**src/rtl/csh_pkg.sv**
```systemverilog
// Shared types, constants and the parity helper for the cache fill sequencer.
package csh_pkg;

  localparam int unsigned CSH_WORDS = 4;
  localparam int unsigned WIDX_W    = 2;
  localparam int unsigned WAY_N     = 4;
  localparam int unsigned DATA_W    = 36;
  localparam int unsigned TMO_W     = 8;

  typedef enum logic [1:0] {
    IDLE = 2'd0,
    WAIT = 2'd1,
    LAST = 2'd2
  } fill_state_t;

  // One cache-slice write: data in PDP-10 bit order, its parity and word index.
  typedef struct packed {
    logic [0:DATA_W-1] data;
    logic              par;
    logic [WIDX_W-1:0] adr;
  } csh_wr_t;

  // Odd parity bit: makes the total number of ones over data+bit odd.
  function automatic logic odd_par36(input logic [0:DATA_W-1] d);
    return ~^d;
  endfunction

endpackage

```
**src/rtl/csh_fill_tmo.sv**
```systemverilog
// Idle-cycle counter between memory words; flags when the next idle cycle hits the limit.
module csh_fill_tmo
  import csh_pkg::*;
#(
  parameter int unsigned TMO_CYCLES = 255
) (
  input  logic clk,
  input  logic reset,
  input  logic clr_i,
  input  logic en_i,
  output logic expired_c
);

  logic [TMO_W-1:0] cnt_q, cnt_d;

  always_comb begin
    cnt_d = cnt_q;
    if (clr_i) begin
      cnt_d = '0;
    end else if (en_i) begin
      cnt_d = cnt_q + TMO_W'(1);
    end
  end

  always_ff @(posedge clk) begin
    if (reset) begin
      cnt_q <= '0;
    end else begin
      cnt_q <= cnt_d;
    end
  end

  // An idle cycle seen at this count is the one that reaches the limit.
  assign expired_c = (cnt_q == TMO_W'(TMO_CYCLES - 1));

endmodule

```
**src/rtl/csh_fill_seq.sv**
```systemverilog
// Cache fill sequencer: writes a returned quadword into one cache way in wrap-around order.
module csh_fill_seq
  import csh_pkg::*;
#(
  parameter int unsigned WORDS      = CSH_WORDS,
  parameter int unsigned TMO_CYCLES = 255
) (
  input  logic              clk,
  input  logic              reset,
  input  logic              fill_req_h,
  input  logic [1:0]        fill_way_h,
  input  logic [1:0]        fill_wd_h,
  input  logic              mem_valid_h,
  input  logic [0:35]       mem_data_h,
  input  logic              mem_par_h,
  output logic [0:35]       mem_to_cache_h,
  output logic              csh_par_bit_in_h,
  output logic [1:0]        cache_adr_34_35_h,
  output logic [3:0]        cache_wr_l,
  output logic              fill_busy_h,
  output logic              fill_done_h,
  output logic              fill_abort_h,
  output logic              par_err_h
);

  localparam csh_wr_t WR_RST = '{data: '0, par: 1'b1, adr: '0};

  fill_state_t       state_q, state_d;
  logic [1:0]        way_q, way_d;
  logic [WIDX_W-1:0] start_q, start_d;
  logic [WIDX_W-1:0] cnt_q, cnt_d;
  csh_wr_t           wr_q, wr_d;
  logic [WAY_N-1:0]  wr_l_q, wr_l_d;
  logic              busy_q, busy_d;
  logic              done_q, done_d;
  logic              abort_q, abort_d;
  logic              perr_q, perr_d;
  logic              tmo_clr_c, tmo_en_c, tmo_expired_c;

  csh_fill_tmo #(
    .TMO_CYCLES(TMO_CYCLES)
  ) u_tmo (
    .clk      (clk),
    .reset    (reset),
    .clr_i    (tmo_clr_c),
    .en_i     (tmo_en_c),
    .expired_c(tmo_expired_c)
  );

  // Next-state and datapath update.
  always_comb begin
    state_d   = state_q;
    way_d     = way_q;
    start_d   = start_q;
    cnt_d     = cnt_q;
    wr_d      = wr_q;
    wr_l_d    = '1;
    busy_d    = busy_q;
    done_d    = 1'b0;
    abort_d   = 1'b0;
    perr_d    = perr_q;
    tmo_clr_c = 1'b0;
    tmo_en_c  = 1'b0;

    case (state_q)
      IDLE: begin
        // A request landing on the done cycle belongs to the old fill and is dropped.
        if (fill_req_h && !done_q) begin
          state_d   = WAIT;
          way_d     = fill_way_h;
          start_d   = fill_wd_h;
          cnt_d     = '0;
          perr_d    = 1'b0;
          busy_d    = 1'b1;
          tmo_clr_c = 1'b1;
        end
      end
      WAIT: begin
        if (mem_valid_h) begin
          wr_d.data = mem_data_h;
          wr_d.par  = odd_par36(mem_data_h);
          wr_d.adr  = start_q + cnt_q;
          wr_l_d    = ~(WAY_N'(1) << way_q);
          cnt_d     = cnt_q + WIDX_W'(1);
          tmo_clr_c = 1'b1;
          // Memory word is stored with regenerated parity; the error is only reported.
          if (!(^{mem_data_h, mem_par_h})) begin
            perr_d = 1'b1;
          end
          if (cnt_q == WIDX_W'(WORDS - 1)) begin
            state_d = LAST;
          end
        end else begin
          tmo_en_c = 1'b1;
          if (tmo_expired_c) begin
            state_d = IDLE;
            busy_d  = 1'b0;
            done_d  = 1'b1;
            abort_d = 1'b1;
          end
        end
      end
      LAST: begin
        state_d = IDLE;
        busy_d  = 1'b0;
        done_d  = 1'b1;
      end
      default: begin
        state_d = IDLE;
        busy_d  = 1'b0;
      end
    endcase
  end

  always_ff @(posedge clk) begin
    if (reset) begin
      state_q <= IDLE;
      way_q   <= '0;
      start_q <= '0;
      cnt_q   <= '0;
      wr_q    <= WR_RST;
      wr_l_q  <= '1;
      busy_q  <= 1'b0;
      done_q  <= 1'b0;
      abort_q <= 1'b0;
      perr_q  <= 1'b0;
    end else begin
      state_q <= state_d;
      way_q   <= way_d;
      start_q <= start_d;
      cnt_q   <= cnt_d;
      wr_q    <= wr_d;
      wr_l_q  <= wr_l_d;
      busy_q  <= busy_d;
      done_q  <= done_d;
      abort_q <= abort_d;
      perr_q  <= perr_d;
    end
  end

  assign mem_to_cache_h    = wr_q.data;
  assign csh_par_bit_in_h  = wr_q.par;
  assign cache_adr_34_35_h = wr_q.adr;
  assign cache_wr_l        = wr_l_q;
  assign fill_busy_h       = busy_q;
  assign fill_done_h       = done_q;
  assign fill_abort_h      = abort_q;
  assign par_err_h         = perr_q;

endmodule

```
**config.mk**
```make
export PLATFORM = sky130hd
export DESIGN_NAME = csh_fill_seq
export DESIGN_NICKNAME = d
export VERILOG_FILES = /design/src/rtl/csh_pkg.sv /design/src/rtl/csh_fill_tmo.sv /design/src/rtl/csh_fill_seq.sv
export SDC_FILE = /design/constraint.sdc
export NUM_CORES = 1
export LEC_CHECK = 0
export ABC_AREA = 1
export BUFFER_PORTS_ARGS = -buffer_cell sky130_fd_sc_hd__buf_2
export CORE_UTILIZATION = 42
export DETAILED_ROUTE_END_ITERATION = 12
export PLACE_DENSITY = 0.7
export SYNTH_ARGS = -nofsm -noshare
export SYNTH_HDL_FRONTEND = slang
export SYNTH_SLANG_ARGS = --single-unit
```
**constraint.sdc**
```tcl
create_clock -name clk -period 2.1 [get_ports clk]
set_input_delay 0.315 -clock clk [delete_from_list [all_inputs] [get_ports clk]]
set_output_delay 0.315 -clock clk [all_outputs]
set_load 0.005 [all_outputs]
```
==> flow_metrics.py <==
metrics = {
    "status": {
        "outcome": "finished clean",
    },
    "cells_and_area": {
        "area_growth_pct": 22.0,
        "final_nets": 647,
        "fin_util_pct": 52.8,
        "stdcell_count": 701,
        "design_area_mm2": 0.00408,
        "final_common_cell": "nand2_1",
        "drive_gt1_share_pct": 19.4,
        "layout_common_cells": "nand2_1, buf_2, dfxtp_1",
        "antennaDiodeCount": 0,
    },
    "clock_tree": {
        "cts.clk_slew.worst_paths_ps": 70,
        "cts_inserted_buffers": 9,
        "clk_path_buf_depth": 2,
        "root_buffer": "clkbuf_8",
        "cts.htree.levels": 3,
        "clock_latency_ps": 340,
        "postCtsSetupBuffers": 0,
        "cts_sinks": 63,
        "cts_tree": "yes",
    },
    "logic_synthesis": {
        "yosysUniqueCellTypes": 25,
        "synth_seq_cells": 63,
        "syn_nets": 551,
        "ys_warn_count": 0,
        "syn_avg_cell_area_um2": 6.70,
        "netlist_instances": 499,
        "seq_area_frac_synth_pct": 37.7,
        "syn-cell-area_mm2": 0.00335,
    },
    "global_routing": {
        "grt-ovfl-total": 0,
        "grt_usage_pct": 19.0,
        "antenna_found_initial": 0,
        "grt_pass1_wl_um": 12600,
        "grt_start_max_net_pins": 30,
        "grt_pass1_vias": 2935,
    },
    "critical_path": {
        "critPathArrivalTime_ps": 2040,
        "cp-start-kind": "register",
        "path_class": "register to register",
        "worst-path-max-fanout": 29,
        "required_ps": 2300,
        "critPathCaptureType": "register",
    },
    "detailed_routing": {
        "viasPerCell": 4.62,
        "drcViolationCount": 0,
        "firstDrtPassIters": 4,
        "wl_um": 7700,
        "antenna_left": 0,
        "avgRoutedWirePerCell_um": 11.0,
        "drtIter0Drc": 82,
        "vias": 3237,
    },
    "sta": {
        "post-route-period-util_pct": 87.8,
        "setup_viol_count_final": 0,
        "worstMarginPinSlew_ps": 815,
        "rsz0062_at_grt": "yes",
        "hold_violations": 0,
        "clock_skew_ps": 6.07,
        "max_freq_mhz": 542,
        "fin_crit_ps": 1840,
        "maxSlewViolCount": 0,
        "slew_headroom_pct": 45.6,
    },
    "placed_design": {
        "gp_congestion": 0.841,
        "io_buffers": 91,
        "place_area_mm2": 0.00392,
        "dp_cells": 686,
        "dp_hpwl_um": 5880,
    },
    "worst_hold_path": {
        "min_path_type": "input pin to register",
    },
    "floorplanning": {
        "io_pins": 92,
        "core_mm2": 0.00773,
        "dieHeight_um": 91.3,
        "initial_utilization_pct": 43.3,
        "rows": 32,
        "die_area_mm2": 0.00833,
        "die_w_um": 91.3,
    },
    "run": {
        "drv_cap": 0,
    },
    "power": {
        "p_leak_uw": 0.00215,
        "p_per_area_mw_per_mm2": 865,
        "vdd_drop_max_uv": 355,
    },
}
## final timing paths
check,slack (ps),depth (start not counted),end,start
max reg2reg,260,6,cache_adr_34_35_h[1]$_SDFFE_PP0P_,state_q[1]$_SDFFE_PP0P_
max,260,6,cache_adr_34_35_h[1]$_SDFFE_PP0P_,state_q[1]$_SDFFE_PP0P_
min,240,2,mem_to_cache_h[34]$_SDFFE_PP0P_,mem_data_h[34]
min reg2reg,420,1,cache_wr_l[3]$_SDFF_PP1_,way_q[0]$_SDFFE_PP0P_
## area by class of cell
class,count,area [um^2]
inverter,59,221
sequential,63,1260
tap,102,128
timing repair buffer,94,478
clock inverter,4,22.5
clock buffer,11,141
fill,801,3650
multi-input combinational,368,1830
## cell usage after synthesis (all sizes together)
cell type | n | share of area (%)
xor2 | 14 | 3.7
ha | 7 | 2.6
nand3 | 21 | 3.1
a21oi | 18 | 2.7
dfxtp | 63 | 38
clkbuf | 6 | 0.67
a211oi | 1 | 0.22
inv | 59 | 6.6
xnor2 | 27 | 7.3
nor3 | 5 | 0.75
nand2 | 209 | 24
a22o | 9 | 2.4
buf | 3 | 0.41
o21bai | 1 | 0.22
o21ai | 38 | 5.7
nor2 | 14 | 1.6
nand4 | 2 | 0.37
or2 | 1 | 0.19
o21a | 1 | 0.22
## layer usage
layer  wire length [um]  vias up  global-route usage (%)  part of all wire [%]
met5                  0        -                       0                     0
met3                395       11                    3.94                   5.1
met4                112        0                    9.13                   1.5
met1               3700     1402                    23.5                    48
met2               3490       77                    31.3                    45
li1                   -     1747                       -                     -
## metrics by stage
step | power (uW) | setup slack [ps] | hold WS (ps) | setup TNS, ps
final | 3530 | 256 | 241 | 0
after floorplan | 2250 | 459 | 396 | 0
after detailed placement | 2640 | 205 | 411 | 0
after global routing | 3800 | -43.5 | 244 | -156
after CTS | 3570 | 193 | 231 | 0
after global placement | 2610 | 286 | 406 | 0
## sequential cells by signal (all words and copies together), names as in the netlist, 2 cells and up
signal             count
u_tmo.cnt_q            8
state_q                2
way_q                  2
cache_adr_34_35_h      2
cache_wr_l             4
mem_to_cache_h        36
start_q                2
cnt_q                  2
## cells by family after synthesis
logic type / count (synthesis) / share of synthesized area, %
and+or+nand+nor: 252 / 29.6
AOI/OAI and AO/OA: 68 / 11.4
buffers and inverters: 68 / 7.70
DFF: 63 / 37.7
xor gates and xnor gates: 41 / 11.0
adders and majority gates: 7 / 2.62
## report_power, final
| group | internal (uW) | switching, uW | total [uW] |
|---|---|---|---|
| clock network | 448 | 471 | 918 |
| registers | 1380 | 101 | 1480 |
| logic | 456 | 677 | 1130 |
| total | 2280 | 1250 | 3530 |
## repair_timing
action / CTS / global route
hold buffers: 0 / 0
resized for setup: 0 / 0
setup endpoints to repair: 0 / 8
## worst max-delay path, stage by stage, from the launching register on
cell and delay (ps):
dfxtp_1 340, inv_1 70, ha_1 250, nand2_1 190
nor2_2 60, inv_1 600, o21ai_0 190
(Power assumes the default switching activity.)
